**config.mk**
```make
export PLATFORM = sky130hd
export DESIGN_NAME = data_cache_param
export DESIGN_NICKNAME = d
export VERILOG_FILES = /design/src/rtl/data_cache_param.sv
export SDC_FILE = /design/constraint.sdc
export NUM_CORES = 2
export LEC_CHECK = 0
export ABC_AREA = 0
export CAP_MARGIN = 10
export CORE_UTILIZATION = 35
export DETAILED_ROUTE_END_ITERATION = 12
export SYNTH_ARGS = -nofsm -noshare
export SYNTH_HDL_FRONTEND = slang
export SYNTH_SLANG_ARGS = --single-unit
```
**constraint.sdc**
```tcl
create_clock -name clk -period 3.4 [get_ports clk]
set_input_delay 0.51 -clock clk [delete_from_list [all_inputs] [get_ports clk]]
set_output_delay 0.51 -clock clk [all_outputs]
set_load 0.02 [all_outputs]
```
**src/rtl/data_cache_param.sv**
```systemverilog
// Direct-mapped write-through data cache with
// multi-word line refill over a req/ack memory bus.
module data_cache_param #(
    parameter int ADDR_W         = 32,
    parameter int LINES          = 16,
    parameter int WORDS_PER_LINE = 4,
    parameter int CNT_W          = 16
) (
    input  logic              clk,
    input  logic              rst_n,
    input  logic [ADDR_W-1:0] addr,
    input  logic [31:0]       write_data,
    input  logic              memwrite,
    input  logic              memread,
    input  logic [3:0]        sign_mask,
    output logic [31:0]       read_data,
    output logic              clk_stall,
    output logic              misaligned,
    output logic [CNT_W-1:0]  hit_count,
    output logic [CNT_W-1:0]  miss_count,
    output logic              mem_req,
    output logic              mem_we,
    output logic [ADDR_W-1:0] mem_addr,
    output logic [31:0]       mem_wdata,
    output logic [3:0]        mem_be,
    input  logic [31:0]       mem_rdata,
    input  logic              mem_ack
);

    localparam int WB = $clog2(WORDS_PER_LINE);
    localparam int WI = (WB > 0) ? WB : 1;
    localparam int IB = $clog2(LINES);
    localparam int TB = ADDR_W - 2 - WB - IB;
    localparam logic [WI-1:0] LAST = WI'(WORDS_PER_LINE - 1);

    typedef enum logic [1:0] {IDLE, REFILL, WRITE, DONE} state_t;

    state_t state_q, state_d;

    logic [31:0]       dmem [LINES][WORDS_PER_LINE];
    logic [TB-1:0]     tags [LINES];
    logic [LINES-1:0]  valid;

    logic [ADDR_W-1:0] r_addr;
    logic [3:0]        r_sm;
    logic              r_hit;
    logic [WI-1:0]     beat;

    logic [IB-1:0]     idx, r_idx;
    logic [TB-1:0]     tag, r_tag;
    logic [WI-1:0]     wsel, r_wsel;
    logic [2:0]        sz;
    logic              align_ok, req_any, req_ok, bad_req, hit;
    logic              last_beat, ack_ok;
    logic [31:0]       rep_data, fill_word;
    logic [3:0]        be_base;
    logic [ADDR_W-1:0] word_addr, line_addr;

    assign idx   = addr[2+WB +: IB];
    assign tag   = addr[ADDR_W-1 -: TB];
    assign r_idx = r_addr[2+WB +: IB];
    assign r_tag = r_addr[ADDR_W-1 -: TB];

    if (WB > 0) begin : g_wsel
        assign wsel   = addr[2 +: WB];
        assign r_wsel = r_addr[2 +: WB];
    end else begin : g_wsel0
        assign wsel   = '0;
        assign r_wsel = '0;
    end

    assign sz       = sign_mask[2:0];
    assign align_ok = (sz == 3'b001)
                   || (sz == 3'b011 && !addr[0])
                   || (sz == 3'b111 && addr[1:0] == 2'b00);
    assign req_any  = memwrite || memread;
    assign req_ok   = req_any && align_ok;
    assign bad_req  = req_any && !align_ok;
    assign hit      = valid[idx] && (tags[idx] == tag);

    assign ack_ok    = mem_req && mem_ack;
    assign last_beat = (beat == LAST);
    assign word_addr = {addr[ADDR_W-1:2], 2'b00};
    assign line_addr = addr & ~ADDR_W'(WORDS_PER_LINE * 4 - 1);
    assign fill_word = (r_wsel == LAST) ? mem_rdata
                                        : dmem[r_idx][r_wsel];

    always_comb begin
        rep_data = write_data;
        be_base  = 4'b1111;
        unique case (sz)
            3'b001: begin
                rep_data = {4{write_data[7:0]}};
                be_base  = 4'b0001;
            end
            3'b011: begin
                rep_data = {2{write_data[15:0]}};
                be_base  = 4'b0011;
            end
            default: ;
        endcase
    end

    function automatic logic [31:0] extract(
        input logic [31:0] w,
        input logic [1:0]  off,
        input logic [3:0]  sm
    );
        logic [31:0] s;
        s = w >> {off, 3'b000};
        unique case (sm[2:0])
            3'b001:  return sm[3] ? {{24{s[7]}}, s[7:0]}
                                  : {24'b0, s[7:0]};
            3'b011:  return sm[3] ? {{16{s[15]}}, s[15:0]}
                                  : {16'b0, s[15:0]};
            default: return s;
        endcase
    endfunction

    always_ff @(posedge clk or negedge rst_n) begin
        if (!rst_n) state_q <= IDLE;
        else        state_q <= state_d;
    end

    always_comb begin
        state_d   = state_q;
        clk_stall = 1'b0;
        unique case (state_q)
            IDLE: begin
                if (req_ok) begin
                    clk_stall = memwrite || !hit;
                    if (memwrite)  state_d = WRITE;
                    else if (!hit) state_d = REFILL;
                end
            end
            REFILL: begin
                clk_stall = 1'b1;
                if (ack_ok && last_beat) state_d = DONE;
            end
            WRITE: begin
                clk_stall = 1'b1;
                if (ack_ok) state_d = DONE;
            end
            DONE: state_d = IDLE;
            default: state_d = IDLE;
        endcase
    end

    always_ff @(posedge clk or negedge rst_n) begin
        if (!rst_n) begin
            read_data  <= '0;
            misaligned <= 1'b0;
            hit_count  <= '0;
            miss_count <= '0;
            mem_req    <= 1'b0;
            mem_we     <= 1'b0;
            mem_addr   <= '0;
            mem_wdata  <= '0;
            mem_be     <= '0;
            valid      <= '0;
            r_addr     <= '0;
            r_sm       <= '0;
            r_hit      <= 1'b0;
            beat       <= '0;
        end else begin
            misaligned <= 1'b0;
            unique case (state_q)
                IDLE: begin
                    if (bad_req) begin
                        misaligned <= 1'b1;
                    end else if (memwrite) begin
                        r_addr    <= addr;
                        r_sm      <= sign_mask;
                        r_hit     <= hit;
                        mem_req   <= 1'b1;
                        mem_we    <= 1'b1;
                        mem_addr  <= word_addr;
                        mem_wdata <= rep_data;
                        mem_be    <= be_base << addr[1:0];
                    end else if (memread && hit) begin
                        read_data <= extract(dmem[idx][wsel],
                                             addr[1:0], sign_mask);
                        if (hit_count != '1)
                            hit_count <= hit_count + CNT_W'(1);
                    end else if (memread) begin
                        if (miss_count != '1)
                            miss_count <= miss_count + CNT_W'(1);
                        r_addr   <= addr;
                        r_sm     <= sign_mask;
                        beat     <= '0;
                        mem_req  <= 1'b1;
                        mem_we   <= 1'b0;
                        mem_be   <= '0;
                        mem_addr <= line_addr;
                    end
                end
                REFILL: begin
                    if (ack_ok) begin
                        if (last_beat) begin
                            mem_req      <= 1'b0;
                            valid[r_idx] <= 1'b1;
                            read_data    <= extract(fill_word,
                                                    r_addr[1:0], r_sm);
                        end else begin
                            beat     <= beat + WI'(1);
                            mem_addr <= mem_addr + ADDR_W'(4);
                        end
                    end
                end
                WRITE: begin
                    if (ack_ok) begin
                        mem_req <= 1'b0;
                        mem_we  <= 1'b0;
                        mem_be  <= '0;
                    end
                end
                default: ;
            endcase
        end
    end

    // Line storage needs no reset: valid bits gate every use.
    always_ff @(posedge clk) begin
        if (state_q == REFILL && ack_ok) begin
            dmem[r_idx][beat] <= mem_rdata;
            if (last_beat) tags[r_idx] <= r_tag;
        end
        if (state_q == WRITE && ack_ok && r_hit) begin
            for (int b = 0; b < 4; b++) begin
                if (mem_be[b])
                    dmem[r_idx][r_wsel][8*b +: 8] <= mem_wdata[8*b +: 8];
            end
        end
    end

endmodule

```
**Word level (Yosys, flattened, before mapping)**

Memory sizes are Yosys's and may differ from the RTL's.
Cells that the tools add are included.

- Equality and inequality tests: 28
- Add/sub/neg operators: 4
- Order comparisons: 8
- Muxes and demuxes: 613
- Bitwise gates (word level): 519
- Shift operators: 3
- Reduce and logical (&&, ||, !) cells: 39

Operator list:

| operator | count |
|---|---|
| $mux W32 | 25 |
| $mux W128 | 5 |
| $mux W1 | 540 |
| $or A1 B1 Y1 | 512 |
| $demux W32 S2 | 5 |
| $pmux W32 S2 | 5 |
| $bmux W32 S2 | 2 |
| $shr A32 B5 Y32 | 2 |
| $add A16 B1 Y16 const B | 2 |
| $add A32 B3 Y32 const B | 1 |
| $mux W4 | 8 |
| $ne A16 B16 Y1 const B | 2 |
| $eq A24 B24 Y1 | 1 |
| $mux W24 | 1 |
| $ne A2 B2 Y1 const B | 12 |
| $mux W2 | 11 |
| $reduce_and A6 Y1 | 3 |
| $mux W16 | 1 |
| $or A16 B16 Y16 | 1 |
| $pmux W4 S2 | 2 |
| $logic_and A1 B1 Y1 | 14 |
| $reduce_and A7 Y1 | 2 |
| $lt A4 B5 Y1 const B | 2 |
| $reduce_and A5 Y1 | 2 |
| other kinds (28) | 53 |

- Memories: 2
- Memory bits (writable): 2432
- Register bits after elaboration: 192
- Bits of input ports: 105

Memory list:

| name | words | bits a word | read ports | clocked after Yosys merged registers in | write ports | RTL line | RTL |
|---|---|---|---|---|---|---|---|
| dmem | 16 | 128 | 2 | 0 | 1 | 40 | `logic [31:0] dmem [LINES][WORDS_PER_LINE];` |
| tags | 16 | 24 | 1 | 0 | 1 | 41 | `logic [TB-1:0] tags [LINES];` |

**Logic depth before layout (Yosys ltp)**

- Word-level depth: 11
- Mapped depth: 20
- Mapped depth without buffers: 11

**Worst setup path after synthesis**

OpenSTA, ideal clock, no wires.

- Path type: input -> register
- Start point: input addr[5]
- End point: register read_data[5]
- Required time: 3.272 ns
- Stages: 15
- Slack: -0.597 ns
- Arrival time: 3.869 ns
- Cells stage by stage: buf_2 > buf_4 > buf_6 > buf_6 > buf_6 > buf_4 > clkbuf_1 > clkbuf_1 > mux4_2 > mux4_2 > a221oi_1 > o21ai_1 > a21oi_1 > o21ai_1 > mux2_1

- Cells in the longest elaborated chain, start to end: 11
- Elaborated cells on any way between the ends: 20
- Those cells by class: 2 x eq/ne; 1 x shift; 12 x mux; 3 x reduce/logical; 2 x memory

RTL lines:

| element | RTL line | RTL |
|---|---|---|
| from (decl) | 11 | `input logic [ADDR_W-1:0] addr,` |
| $mem_v2 Z16 W128 | -- |  |
| $bmux W32 S2 | 181 | `read_data <= extract(dmem[idx][wsel],` |
| $mux W32 (implied by the code) (2 in series) | 181 |  |
| $shr A32 B5 Y32 | 110 | `s = w >> {off, 3'b000};` |
| $mux W32, on equally long branches | 114, 112 |  |
| $pmux W32 S2 | 111 | `unique case (sm[2:0])` |
| $mux W32 | 180 | `end else if (memread && hit) begin` |
| $mux W32 | 171 | `end else if (memwrite) begin` |
| $mux W32 | 169 | `if (bad_req) begin` |
| $pmux W32 S2 | 167 | `unique case (state_q)` |
| to (signal assigned) | 181 |  |
| to (signal assigned) | 202 | `read_data <= extract(fill_word,` |
| to (decl) | 16 | `output logic [31:0] read_data,` |

Parallel ways exist; a longest one is shown, timed or not. The select of a mux whose other input is x is not followed.
A chain may end at the register's enable or synchronous reset.

**Worst setup path after layout**

- Start point: memory tags[12][3] (netlist bit)
- End point: output clk_stall

- Cells in the longest elaborated chain, start to end: 7

RTL lines:

| element | RTL line | RTL |
|---|---|---|
| from (decl) | 41 |  |
| $mem_v2 Z16 W24 | -- |  |
| $eq A24 B24 Y1 | 79 | `assign hit = valid[idx] && (tags[idx] == tag);` |
| $logic_and A1 B1 Y1 | 79 |  |
| $logic_not A1 Y1 | -- |  |
| $logic_or A1 B1 Y1 | 131 | `clk_stall = memwrite \|\| !hit;` |
| $mux W1 | 130 | `if (req_ok) begin` |
| $pmux W1 S2 | 128 | `unique case (state_q)` |
| to (decl) | 17 | `output logic clk_stall,` |

Every way passes these cells.

==> reports/results.txt <==
First-pass GRT wire length: 577100 um
Post-synth EDFFs: 2432
CTS tree: done
Sw Ratio: 0.3252
Int Power: 0.06973 W
Complex-gate fraction of the synthesized area: 0.02811
Num CTS Buffers: 288
Place WS: -1.013 ns
Largest fanout on the critical path: 3
Largest family of logic cells by synthesized area: multiplexers
Tmin final: 4.018 ns
Worst-skew pair later-pin latency: 0.94 ns
Setup TNS: -7.990 ns
RSZ-0062 raised after global routing: true
Clock buffer depth: 4
Die width: 584.8 um
Req. time, crit path: 2.89 ns
Violated checks: negative setup slack
DR DRC count: 0
Layout cell share with drive strength beyond 1: 0.4141
Final ANT Viol Nets: 0
CP Capture Type: output pin
Asr flop ratio synth: 0.07246
Via/cell ratio: 5.851
Clk sinks: 2622
Seq pwr share: 0.382
Initial antenna violation count: 16
Headroom to the max-slew limit: 0.2353
Overall power: 0.1033 W
Share of the synthesized area in the top cell type: 0.6144
Setup ws final: -0.6184 ns
Peak VDD IR: 0.0004384 V
Post-Syn Area: 118900 sq um
Reg area: 77800 sq um
P_sw: 0.03361 W
Crit path DAT: 3.51 ns
Ys Warns: 0
Gate Count Post-Synth: 6267
Fraction of the yosys area taken by sequential cells: 0.6544
Max-Cap Viols: 0
Routability cong.: 0.9630
Synth Area in XOR/XNOR: 0.004421
Crit Path Class: flop to output pin
Die H: 584.8 um
Routed vias: 72.71k
Final nets: 7782
Fin area: 147600 sq um
Setup Skew: 0.07308 ns
Vias in the first global route: 72.47k
Post-synthesis mux area share: 0.2547
Die Area: 342000 sq um
Peak Freq: 248.9 MHz
Area of the multi-input gates: 39860 sq um
Slew at the pin closest to its max-slew limit: 1.139 ns
Clk pwr share: 0.306
Hold Slack: 0.1298 ns
Initial core utilization: 0.3523
Synth area leader: edfxtp_1
Core area: 337400 sq um
Yosys cell types: 87
Grt total ovfl: 0
Register bit total from synthesis: 2622
H-tree depth: 5
Top post-synthesis cells by area: edfxtp_1 (61%), mux4_2 (21%), dfrtp_1 (4.0%), mux2i_1 (2.5%), mux2_2 (2.2%)
Final Max Tran Viols: 0
Leak: 49.84 nW
FILL cells: 29.25k
Layout area overhead: 24.20%
Final critical-path share of the clock period: 1.182
Simple-gate share of the synthesized area: 0.03715
TritonRoute pass-1 iters: 6
Num ports: 241
Gate power share: 0.312
Reg clk slew, reported paths: 0.06 ns
Status: complete, but fails checks
Final setup fails: 78
HP Class: primary input to async pin
Site Rows: 213
Post-Place Cell Area: 135800 sq um
Adder-cell share of the synthesized area: 0.001158
DPL Wire Length: 297200 um
Number of buffers added on ports: 238
Synth Flop Type: edfxtp_1
Synth Area per Inst: 18.97 sq um
Total wire length: 419000 um
Clock Tree Root: clkbuf_16
Tot GR Track Use: 0.2418
Final hold viol count: 0
Largest net degree at the start of global routing: 69
Avg WL per Cell: 33.72 um
1st-iter DRT viols: 8880
Setup crit start kind: flop
Power Density: 699.9 nW/um^2
==> routing by layer <==
metal | up-vias | global-route usage | wire [um]
met1 | 38599 | 0.3139 | 157100
met3 | 863 | 0.05703 | 42780
met5 | - | 0 | 27
li1 | 29065 | - | -
met4 | 4 | 0.1456 | 28740
met2 | 4182 | 0.3698 | 190400
==> final timing paths <==
path                                             from                         to  slack (ns)  cells past startpoint
worst max-delay path            tags[12][3]$_DFFE_PP_                  clk_stall       -0.62                     10
worst min-delay path                            rst_n   mem_addr[31]$_DFFE_PN0P_        0.13                      2
worst max register to register  r_addr[4]$_DFFE_PN0P_   read_data[3]$_DFFE_PN0P_       -0.32                     12
worst min register to register    r_sm[0]$_DFFE_PN0P_        r_sm[0]$_DFFE_PN0P_        0.46                      1
max in group asynchronous                       rst_n   mem_wdata[7]$_DFFE_PN0P_        2.13                      3
min in group clk                       write_data[22]  mem_wdata[22]$_DFFE_PN0P_        0.22                      3
==> critical path, stage by stage, from the launching register on <==
cell and delay (ns):
edfxtp_1 0.35, mux4_2 0.47, nand3b_1 0.11, o311ai_0 0.16, buf_4 0.17, nor4_1 0.43
o221a_1 0.33, nand4_1 0.18, nand2_2 0.12, a21oi_2 0.10, buf_6 0.15
==> power by group through the flow <==
stage	clock [W]	combinational, W	sequential, W
2_1_floorplan	0	0.0142	0.0393
3_5_place_dp	0	0.0284	0.0401
5_1_grt	0.0332	0.0330	0.0395
4_1_cts	0.0320	0.0305	0.0394
6_report	0.0317	0.0322	0.0395
3_3_place_gp	0	0.0283	0.0400
==> registers in the layout, indices dropped and copies added (netlist names), 16 cells and up <==
name and cells:
dmem 2048, valid 16, miss_count 16, mem_addr 30
mem_wdata 32, read_data 32, r_addr 32, hit_count 16
tags 384
==> final cells by class <==
cell class              instances  share of cell area
flip-flops and latches       2622              0.5270
multi-input cells            3151              0.2700
repair buffers               1556             0.09951
clock buffers                 371             0.05223
well taps                    4515             0.03826
clock inverters               154             0.01158
inverters                      47            0.001246
diodes                         11           0.0001864
==> synth_stat cells, drive strengths merged (80+ instances only) <==
| cell | n |
|---|---|
| edfxtp | 2432 |
| mux4 | 1100 |
| nor2 | 406 |
| mux2i | 291 |
| buf | 260 |
| mux2 | 230 |
| nand2 | 221 |
| dfrtp | 190 |
| clkbuf | 189 |
| nand3 | 108 |
| o21ai | 90 |
| a21oi | 80 |
==> cell families (layout without fill, tap and decap cells) <==
group	count (synthesis)	count (layout)
other cells	1	13
buf+inv	496	2128
fa+ha+maj	11	11
flops	2622	2622
simple gates	972	972
compound gates	484	485
xor+xnor	60	60
mux	1621	1621
==> timing repair <==
item | CTS | global route
resized for setup | 143 | 132
buffers inserted | 43 | 51
hold endpoints to repair | 63 | 0
pin swaps | 31 | 64
gates cloned | 13 | 7
setup endpoints to repair | 178 | 132
hold buffers | 1 | 0
==> metrics by stage <==
stage / util / instances
detailed placement: 0.4025 / 11790
global route: 0.4375 / 12417
global placement: 0.4025 / 11790
floorplan: - / 6268
finish: 0.4376 / 12427
CTS: 0.4344 / 12370
==> layout by cell type (no fill, tap or decap), drive strengths merged, types with 10 or more instances in the layout <==
master,synthesis,routed
a31oi,23,23
nor2,406,406
a21oi,80,80
mux2i,291,291
xnor2,44,44
nand4b,15,15
buf,260,1317
a211oi,21,21
nand4,13,13
o2bb2ai,10,10
o22ai,47,47
o211ai,16,16
mux4,1100,1100
clkinv,2,98
o221ai,12,12
a22oi,62,62
mux2,230,230
inv,45,65
a22o,15,15
o21ai,90,90
nand3,108,108
clkbuf,189,379
clkdlybuf4s50,0,229
a221oi,29,29
bufinv,0,26
and3,24,24
nor3,35,35
clkinvlp,0,12
or2,21,21
nand2b,28,28
and2,39,39
xor2,16,16
nand2,221,221
nor2b,31,31
diode,0,11
dfrtp,190,190
ha,11,11
edfxtp,2432,2432
(Power assumes the default switching activity.)
